### src/rtl/wptr_full_ctrl_pkg.sv
// Shared definitions for the FIFO pointer controllers (write side and read side).
// Gray codes here are reflected binary codes; pointers carry one extra wrap bit.
package wptr_full_ctrl_pkg;

    // Default RAM address width when the controller is instantiated without overrides.
    localparam int unsigned DEF_ADDR_WIDTH = 8;

    // Pointer width: one bit wider than the RAM address so full and empty are distinguishable.
    function automatic int unsigned ptr_width(input int unsigned addr_width);
        return addr_width + 1;
    endfunction

    // Default almost-full threshold: four free slots left.
    function automatic int unsigned def_af_thresh(input int unsigned addr_width);
        return (1 << addr_width) - 4;
    endfunction

endpackage

### src/rtl/wptr_full_ctrl_gray2bin.sv
// Combinational Gray-to-binary converter: each binary bit is the XOR of all
// Gray bits at or above its position (a prefix XOR from the MSB down).
module wptr_full_ctrl_gray2bin #(
    parameter int WIDTH = 9
) (
    input  logic [WIDTH-1:0] gray,
    output logic [WIDTH-1:0] bin
);

    // One reduction XOR per output bit; the tools share the common prefixes.
    generate
        for (genvar gi = 0; gi < WIDTH; gi++) begin : g_bit
            assign bin[gi] = ^gray[WIDTH-1:gi];
        end
    endgenerate

endmodule

### src/rtl/wptr_full_ctrl.sv
// Write-side pointer and flag controller of the asynchronous FIFO (clk_wr domain).
// Advances the binary write pointer on accepted writes, publishes a registered
// Gray pointer for the read-domain synchronizer, and derives full, almost-full,
// fill level and a sticky overflow flag against the synchronized read pointer.
module wptr_full_ctrl
    import wptr_full_ctrl_pkg::*;
#(
    parameter int ADDR_WIDTH = DEF_ADDR_WIDTH,
    parameter int AF_THRESH  = def_af_thresh(DEF_ADDR_WIDTH)
) (
    input  logic                  clk_wr,
    input  logic                  rst_wr,
    input  logic                  wr_en,
    input  logic [ADDR_WIDTH:0]   rd_ptr_gray_sync,
    output logic                  wr_fire,
    output logic [ADDR_WIDTH-1:0] wr_addr,
    output logic [ADDR_WIDTH:0]   wr_ptr_gray,
    output logic                  full,
    output logic                  almost_full,
    output logic [ADDR_WIDTH:0]   wr_level,
    output logic                  overflow
);

    localparam int PTR_W = ptr_width(ADDR_WIDTH);

    // Mask that flips the two MSBs of a Gray pointer: a Gray pointer exactly one
    // FIFO depth ahead of another differs from it in precisely those two bits.
    localparam logic [PTR_W-1:0] FULL_MASK = ~({PTR_W{1'b1}} >> 2);
    localparam logic [PTR_W-1:0] AF_LEVEL  = PTR_W'(AF_THRESH);

    logic [PTR_W-1:0] wbin_q,  wbin_d;
    logic [PTR_W-1:0] wgray_q, wgray_d;
    logic [PTR_W-1:0] level_q, level_d;
    logic             full_q,  full_d;
    logic             af_q,    af_d;
    logic             ovf_q,   ovf_d;
    logic [PTR_W-1:0] rbin;
    logic             fire;

    // Read pointer back to binary so the fill level is a plain subtraction.
    wptr_full_ctrl_gray2bin #(
        .WIDTH (PTR_W)
    ) u_rd_g2b (
        .gray (rd_ptr_gray_sync),
        .bin  (rbin)
    );

    // Next-state: accept a write unless full (or in reset), then re-derive all flags.
    always_comb begin
        fire    = wr_en & ~full_q & ~rst_wr;
        wbin_d  = wbin_q + PTR_W'(fire);
        wgray_d = wbin_d ^ (wbin_d >> 1);
        full_d  = (wgray_d == (rd_ptr_gray_sync ^ FULL_MASK));
        level_d = wbin_d - rbin;
        af_d    = (level_d >= AF_LEVEL);
        ovf_d   = ovf_q | (wr_en & full_q);
    end

    // State registers; reset returns the pointer and every flag to zero.
    always_ff @(posedge clk_wr) begin
        if (rst_wr) begin
            wbin_q  <= '0;
            wgray_q <= '0;
            level_q <= '0;
            full_q  <= 1'b0;
            af_q    <= 1'b0;
            ovf_q   <= 1'b0;
        end else begin
            wbin_q  <= wbin_d;
            wgray_q <= wgray_d;
            level_q <= level_d;
            full_q  <= full_d;
            af_q    <= af_d;
            ovf_q   <= ovf_d;
        end
    end

    assign wr_fire     = fire;
    assign wr_addr     = wbin_q[ADDR_WIDTH-1:0];
    assign wr_ptr_gray = wgray_q;
    assign full        = full_q;
    assign almost_full = af_q;
    assign wr_level    = level_q;
    assign overflow    = ovf_q;

endmodule
### config.mk
export PLATFORM = sky130hd
export DESIGN_NAME = wptr_full_ctrl
export DESIGN_NICKNAME = d
export VERILOG_FILES = /design/src/rtl/wptr_full_ctrl_pkg.sv /design/src/rtl/wptr_full_ctrl_gray2bin.sv /design/src/rtl/wptr_full_ctrl.sv
export SDC_FILE = /design/constraint.sdc
export NUM_CORES = 1
export LEC_CHECK = 0
export CORE_UTILIZATION = 40
export DETAILED_ROUTE_END_ITERATION = 10
export PLACE_DENSITY = 0.66
export SLEW_MARGIN = 20
export SYNTH_ARGS = -nofsm -noshare
export SYNTH_HDL_FRONTEND = slang
export SYNTH_HIERARCHICAL = 1
export SYNTH_SLANG_ARGS = --single-unit
### constraint.sdc
create_clock -name clk_wr -period 4.35 [get_ports clk_wr]
set_input_delay 0.87 -clock clk_wr [delete_from_list [all_inputs] [get_ports clk_wr]]
set_output_delay 0.87 -clock clk_wr [all_outputs]
set_load 0.05 [all_outputs]
# Yosys cells after proc, flatten, opt, wreduce, memory -nomap -nowiden

Index checks and enable logic that the tools add are counted.

Flip-flop bits (word level): 30
Input bits: 12
Output and inout bits: 30
Word-level logic and storage cells: 26

$add $sub $neg: 2
Magnitude comparators: 1
Equal/unequal tests: 1
Bitwise gates (word level): 8
Reductions and logical operators: 8

Operators with widths:

| cell                                                               | count |
|---|---|
| adder 9 x 1 -> 9 bit                                               | 1 |
| == test 9 bit                                                      | 1 |
| greater-or-equal comparator 9 x 8 -> 1 bit (second input constant) | 1 |
| XOR reduction 9 bit                                                | 1 |
| subtractor 9 bit                                                   | 1 |
| bitwise XOR 9 x 8 -> 9 bit                                         | 1 |
| XOR reduction 8 bit                                                | 1 |
| XOR reduction 7 bit                                                | 1 |
| XOR reduction 6 bit                                                | 1 |
| XOR reduction 5 bit                                                | 1 |
| XOR reduction 4 bit                                                | 1 |
| AND 1 bit                                                          | 3 |
| XOR reduction 3 bit                                                | 1 |
| NOT 1 bit                                                          | 2 |
| NOT 2 bit                                                          | 1 |
| XOR reduction 2 bit                                                | 1 |
| bitwise OR 1 bit                                                   | 1 |

# Depth between registers and ports, before layout

Gate-level depths: netlist of the first run.

Depth after elaboration: 6
Gate-level depth with buffers: 14
Gate-level depth less buffers: 13

# Modules after synthesis

The synthesis of the first run kept the hierarchy.

By module, submodules not included:

| module                  | instances | cells an instance | area each (sq um) | sequential area each (sq um) |
|---|---|---|---|---|
| wptr_full_ctrl          | 1         | 181               | 1602.8            | 580.6 |
| wptr_full_ctrl_gray2bin | 1         | 14                | 168.9             | 0.0 |

# Worst setup path before layout of the first run

OpenSTA, ideal clock, no wires.

Path type: in2reg
From: in rst_wr
To: reg af_q, in the netlist almost_full
Setup time: 92 ps
Arrival time: 4799 ps
Data required time: 4258 ps
Slack: -541 ps
Stages: 14
Buffers on the path: 1
Cell sequence: clkbuf_1 > nor3b_1 > ha_1 > ha_1 > nand3_1 > xnor2_2 > inv_1 > ha_1 > o21a_1 > o31a_1 > or4_1 > nand3_1 > nand2_1 > o32ai_1

Word-level cells in the longest chain between the ends: 5

RTL lines:

| element                                    | line                 | source |
|---|---|---|
| start, declared                            | wptr_full_ctrl.sv:12 | `input logic rst_wr,` |
| NOT 1 bit                                  | wptr_full_ctrl.sv:50 | `fire = wr_en & ~full_q & ~rst_wr;` |
| AND 1 bit                                  | wptr_full_ctrl.sv:50 |  |
| named net wr_fire                          | wptr_full_ctrl.sv:15 | `output logic wr_fire,` |
| adder 9 x 1 -> 9 bit                       | wptr_full_ctrl.sv:51 | `wbin_d = wbin_q + PTR_W'(fire);` |
| named net wbin_d[4]                        | wptr_full_ctrl.sv:31 | `logic [PTR_W-1:0] wbin_q, wbin_d;` |
| subtractor 9 bit                           | wptr_full_ctrl.sv:54 | `level_d = wbin_d - rbin;` |
| greater-or-equal comparator 9 x 8 -> 1 bit | wptr_full_ctrl.sv:55 | `af_d = (level_d >= AF_LEVEL);` |
| end signal, assigned                       | wptr_full_ctrl.sv:66 | `af_q <= 1'b0;` |
| end signal, assigned                       | wptr_full_ctrl.sv:73 | `af_q <= af_d;` |
| end, declared                              | wptr_full_ctrl.sv:35 | `logic af_q, af_d;` |

The timed path passes the listed nets, and every way through them passes these cells.
A chain may end at the register's enable or synchronous reset.

# Worst setup path in the final report of the first run

From: in rd_ptr_gray_sync[8]
To: reg af_q, in the netlist almost_full

Word-level cells in the longest chain between the ends: 3
Elaborated cells between the ends (all ways): 10
Those cells by class: add/sub (1); order compare (1); reduce/logical (8)

RTL lines:

| element                                    | line                          | source |
|---|---|---|
| start, declared                            | wptr_full_ctrl.sv:14          | `input logic [ADDR_WIDTH:0] rd_ptr_gray_sync,` |
| XOR reduction 3 bit                        | wptr_full_ctrl_gray2bin.sv:13 | `assign bin[gi] = ^gray[WIDTH-1:gi];` |
| named net rbin[6]                          | wptr_full_ctrl.sv:37          | `logic [PTR_W-1:0] rbin;` |
| subtractor 9 bit                           | wptr_full_ctrl.sv:54          |  |
| greater-or-equal comparator 9 x 8 -> 1 bit | wptr_full_ctrl.sv:55          |  |

The timed path passes the listed nets, and every way through them passes these cells.

==> reports/qor.csv, run 1 <==
stage;metric;value;unit
outcome;status;finished, final reports clean;
layout;most frequent cells in the layout;41 x clkdlybuf4s50_1, 30 x nor2_1, 29 x dfxtp_1, 24 x xnor2_1, 16 x inv_1;
floorplanning;die height;68.6;um
clock_tree;clk root buf;clkbuf_8;
layout;synth-to-layout area growth;32.9;%
global_route;GRT Total Usage;0.188;
placement;Setup Slack @ Placement;0.183;ns
power;Leakage Power;0.000998;uW
global_route;initial antenna violation count;0;
global_route;largest net degree at the start of global routing;31;
yosys;register area share after synthesis;0.328;
power;Pwr Density;371;mW/mm2
clock_tree;setup bufs post-CTS;0;
routing;mean number of vias per cell;4.95;
critical_path;CP startpoint;rd_ptr_gray_sync[8];
yosys;Synth Flop Type;dfxtp_1;
placement;port bufs;41;
critical_path;critical path arrival;4.09;ns
critical_path;crit path capture;almost_full$_SDFF_PP0_;
placement;Placed Cells;286;
layout;Antenna Diode Count;0;
critical_path;R2R setup slack;1.31;ns
global_route;first-pass GRT wire length;6.28;mm
critical_path;reg2reg start;full$_SDFF_PP0_;
placement;Placed Area;0.00227;mm2
layout;Nets;267;
global_route;grt total ovfl;0;
yosys;Distinct cells, synth;41;
floorplanning;Chip Width;68.6;um
sta;Final WS setup;0.458;ns
clock_tree;TritonCTS buffer count;5;
critical_path;WS Path Type;input pin to register;
yosys;Syn Area/Cell;9.09;um2
min_path;Cells on Worst Hold Path;2;
yosys;total number of yosys warnings;6;
placement;routability congestion estimate;0.787;
routing;Routed Antenna Nets;0;
sta;Clock Skew;0.00392;ns
clock_tree;htree depth;2;
routing;Pre-Repair DR Iteration Count;4;
clock_tree;post_cts resized;0;
power;worst vdd ir;0.000242;V
global_route;vias in the first global route;1360;
clock_tree;Worst-Skew Late Latency;0.28;ns
critical_path;critical-path maximum fanout;3;
placement;post-detail-place hpwl;2.92;mm
layout;Finished Cell Area;0.00235;mm2
critical_path;CP endpoint kind;register;
routing;drt total wl;3.77;mm
sta;fin crit share;0.895;
sta;RSZ-0062 raised after global routing;no;
yosys;Yosys reg bits;29;
yosys;Async SR Flop Fraction;0;
sta;final setup fails;0;
floorplanning;# rows;23;
layout;most common cell after layout, fill and taps aside;clkdlybuf4s50_1;
min_path;Worst Hold Class;register to register;
sta;final hold viol count;0;
yosys;Post-synth EDFFs;0;
yosys;Post-Syn Area;0.00177;mm2
routing;DRC errors left;0;
critical_path;CP Launch Type;input pin;
layout;footprint of the multi-input gates;0.00111;mm2
critical_path;Worst Path Required;4.54;ns
routing;Routed wire per std cell;12.9;um
sta;final hold slack;0.464;ns
sta;Max Fclk;0.257;GHz
clock_tree;Clock Sinks;29;
clock_tree;CTS Buffer Depth;2;
clock_tree;Reg clk slew, reported paths;0.06;ns
sta;Post-Route Setup TNS;0;ns
layout;layout cells sized above 1;0.0905;
routing;initial drt markers;55;
flow_run;max_cap viols;0;
layout;final instance count without filler cells;293;
clock_tree;TritonCTS clock tree;done;
floorplanning;die area;0.00470;mm2
sta;worst slew margin relative to its limit;0.664;
yosys;Cells after Synth;195;
critical_path;R2R depth;13;
sta;crit path time final;3.89;ns
layout;fill cell count;390;
floorplanning;I/O pins;42;
routing;vias;1450;
clock_tree;Hold-fix buffers, CTS;0;
sta;worst-margin pin slew;0.503;ns
critical_path;FF-to-FF End;almost_full$_SDFF_PP0_;
floorplanning;core area;0.00412;mm2
layout;Seq. cell area;581;um2
sta;max-slew violation count;0;
yosys;syn nets;219;
floorplanning;Initial Util;0.431;
==> cell usage after synthesis (4+ instances only) <==
master / instances / area (um2)
ha_1: 11 / 138
xor2_1: 11 / 96.3
a21oi_1: 8 / 40.0
dfxtp_1: 29 / 581
nand3_1: 7 / 35.0
clkbuf_1: 4 / 15.0
nor2b_1: 4 / 25.0
xnor2_1: 24 / 210
inv_1: 16 / 60.1
nor2_1: 30 / 113
o21a_1: 5 / 37.5
nand2_1: 4 / 15.0
==> cell families (layout without fill, tap and decap cells) <==
group           count (synthesis)  count (layout)  share of synthesized area
compound gates                 28              28                      0.110
xor+xnor                       42              42                      0.254
fa+ha+maj                      12              12                     0.0890
buf+inv                        22              70                     0.0487
flops                          29              29                      0.328
simple gates                   62              62                      0.171
==> flip-flops by register name, indices dropped and copies added (netlist names) <==
name and count:
wbin_q 9, wr_level 9, wr_ptr_gray 8, almost_full 1
full 1, overflow 1
==> area by class of cell <==
type | instances | share of cell area
Sequential cell | 29 | 0.247
Clock buffer | 7 | 0.0367
Multi-Input combinational cell | 144 | 0.471
Timing Repair Buffer | 47 | 0.193
Tap cell | 50 | 0.0266
Inverter | 16 | 0.0255
==> per-layer routing <==
metal,part of all wire,routed length [um],GRT usage
met1,0.47,1780,0.240
met2,0.46,1720,0.294
met4,0.017,65,0.0781
met5,0,0,0
met3,0.054,203,0.0559
==> power by group <==
group	total [uW]	switching, uW	internal, uW
Combinational	349	207	143
Clock	224	98.9	125
Sequential	299	7.59	292
Total	873	313	560
==> critical path, stage by stage <==
cell	delay, ns
clkdlybuf4s50_1	0.48
xor3_2	0.50
xnor3_1	0.25
xnor2_1	0.27
inv_1	0.07
ha_1	0.29
nor2b_1	0.14
o31a_1	0.27
or2_2	0.31
or3_1	0.37
o32ai_1	0.25
==> worst min-delay path by stage <==
stage | start | to | slack, ns
after floorplan | overflow$_SDFF_PP0_ | overflow$_SDFF_PP0_ | 0.72
after global placement | overflow$_SDFF_PP0_ | overflow$_SDFF_PP0_ | 0.45
after detailed placement | overflow$_SDFF_PP0_ | overflow$_SDFF_PP0_ | 0.46
after CTS | overflow$_SDFF_PP0_ | overflow$_SDFF_PP0_ | 0.47
after global routing | overflow$_SDFF_PP0_ | overflow$_SDFF_PP0_ | 0.50
final | overflow$_SDFF_PP0_ | overflow$_SDFF_PP0_ | 0.46
==> through the flow <==
stage	power [uW]	util
5_1_grt	924	0.572
6_report	873	0.572
4_1_cts	880	0.572
2_1_floorplan	557	-
3_3_place_gp	652	0.551
3_5_place_dp	652	0.551
Note: power is estimated with default switching activity, not from simulation.
==> run 2, diff against run 1 <==
--- a/config.mk
+++ b/config.mk
@@ -6,6 +6,7 @@
 export NUM_CORES = 1
 export LEC_CHECK = 0
 export CORE_UTILIZATION = 40
+export CTS_CLUSTER_DIAMETER = 40
 export DETAILED_ROUTE_END_ITERATION = 10
 export PLACE_DENSITY = 0.66
 export SLEW_MARGIN = 20
==> constraint.sdc (replaced) <==
create_clock -name clk_wr -period 4.35 [get_ports clk_wr]
set_input_delay 0.87 -clock clk_wr [delete_from_list [all_inputs] [get_ports clk_wr]]
set_output_delay 0.87 -clock clk_wr [all_outputs]
set_load 0.02 [all_outputs]
==> reports/qor.csv, run 2 (synthesis gave the netlist of run 1 again) <==
stage;metric;value;unit
sta;final hold viol count;0;
layout;Nets;268;
routing;initial drt markers;111;
placement;port bufs;41;
layout;most common cell after layout, fill and taps aside;clkdlybuf4s50_1;
clock_tree;CTS Buffer Depth;2;
outcome;status;finished, final reports clean;
floorplanning;core area;0.00412;mm2
critical_path;Worst Path Required;4.53;ns
flow_run;max_cap viols;0;
global_route;largest net degree at the start of global routing;31;
sta;final setup fails;0;
clock_tree;setup bufs post-CTS;0;
routing;Routed wire per std cell;12.4;um
critical_path;critical path arrival;4.09;ns
critical_path;CP Launch Type;input pin;
power;Flop pwr share;0.377;
global_route;grt total ovfl;0;
floorplanning;die area;0.00470;mm2
clock_tree;Clock Sinks;29;
routing;Routed Antenna Nets;0;
routing;DRC errors left;0;
clock_tree;Hold-fix buffers, CTS;0;
placement;Placed Area;0.00227;mm2
power;combinational share of power;0.361;
routing;drt total wl;3.65;mm
floorplanning;die height;68.6;um
power;Clock power frac;0.262;
sta;crit path time final;3.92;ns
clock_tree;htree depth;2;
clock_tree;TritonCTS clock tree;done;
routing;vias;1429;
layout;Finished Cell Area;0.00235;mm2
routing;Pre-Repair DR Iteration Count;4;
power;Switching Fraction;0.310;
clock_tree;clk root buf;clkbuf_8;
critical_path;WS Path Type;input pin to register;
sta;max-slew violation count;0;
power;worst vdd ir;0.000199;V
layout;synth-to-layout area growth;32.7;%
layout;most frequent cells in the layout;41 x clkdlybuf4s50_1, 30 x nor2_1, 29 x dfxtp_1, 24 x xnor2_1, 16 x inv_1;
sta;Max Fclk;0.255;GHz
floorplanning;Chip Width;68.6;um
min_path;Worst Hold Class;register to register;
power;Cell Int Power;548;uW
layout;Antenna Diode Count;0;
placement;routability congestion estimate;0.791;
floorplanning;Initial Util;0.431;
routing;mean number of vias per cell;4.84;
critical_path;critical-path maximum fanout;3;
sta;Post-Route Setup TNS;0;ns
placement;post-detail-place hpwl;2.85;mm
global_route;first-pass GRT wire length;5.97;mm
global_route;initial antenna violation count;0;
sta;RSZ-0062 raised after global routing;no;
global_route;GRT Total Usage;0.180;
sta;Clock Skew;0.00512;ns
layout;layout cells sized above 1;0.0857;
power;Pwr Density;338;mW/mm2
global_route;vias in the first global route;1323;
sta;worst-margin pin slew;0.466;ns
sta;fin crit share;0.900;
layout;fill cell count;389;
clock_tree;Reg clk slew, reported paths;0.06;ns
power;Tot Pwr;795;uW
floorplanning;# rows;23;
power;Leakage Power;0.000996;uW
floorplanning;I/O pins;42;
power;Net Sw Power;247;uW
clock_tree;post_cts resized;0;
clock_tree;Worst-Skew Late Latency;0.28;ns
clock_tree;TritonCTS buffer count;5;
sta;worst slew margin relative to its limit;0.687;
critical_path;CP endpoint kind;register;
## run 2: worst paths after layout
check / start / depth (start not counted) / end / slack, ns
setup / recovery: rd_ptr_gray_sync[8] / 11 / almost_full$_SDFF_PP0_ / 0.43
hold / removal: overflow$_SDFF_PP0_ / 2 / overflow$_SDFF_PP0_ / 0.49
setup reg to reg: full$_SDFF_PP0_ / 13 / almost_full$_SDFF_PP0_ / 1.30
hold reg to reg: overflow$_SDFF_PP0_ / 2 / overflow$_SDFF_PP0_ / 0.49
## run 2: routing by layer
metal | wire length [um] | vias up | track usage
li1 | - | 744 | -
met1 | 1780 | 631 | 0.238
met2 | 1590 | 48 | 0.278
met3 | 220 | 6 | 0.0526
met4 | 57 | 0 | 0.0625
met5 | 0 | - | 0
## run 2: power by group through the flow
stage,clock network (uW),logic [uW],registers [uW]
final,208,287,299
after global routing,229,318,303
after CTS,215,288,300
after detailed placement,0,286,305
after global placement,0,287,305
after floorplan,0,159,338
## run 2: layout make-up
cell class | count | area [um2] | area share
Sequential cell | 29 | 581 | 0.247
Tap cell | 50 | 62.6 | 0.0266
Timing Repair Buffer | 48 | 463 | 0.197
Multi-Input combinational cell | 144 | 1100 | 0.470
Clock buffer | 8 | 80.1 | 0.0341
Inverter | 16 | 60.1 | 0.0255
## run 2: critical path: stages
cell,delay (ns)
clkdlybuf4s50_1,0.48
xor3_2,0.49
xnor3_1,0.24
xnor2_1,0.27
inv_1,0.08
ha_1,0.28
nor2b_1,0.14
o31a_1,0.26
or2_2,0.31
or3_1,0.38
o32ai_1,0.29
## run 2: metrics by stage
stage,hold WS [ns],cells,util,worst slack (ns)
floorplan,0.570,195,-,0.176
global placement,0.448,287,0.552,0.269
detailed placement,0.483,287,0.552,0.152
CTS,0.496,295,0.571,0.434
global route,0.526,295,0.571,0.235
finish,0.485,295,0.571,0.435
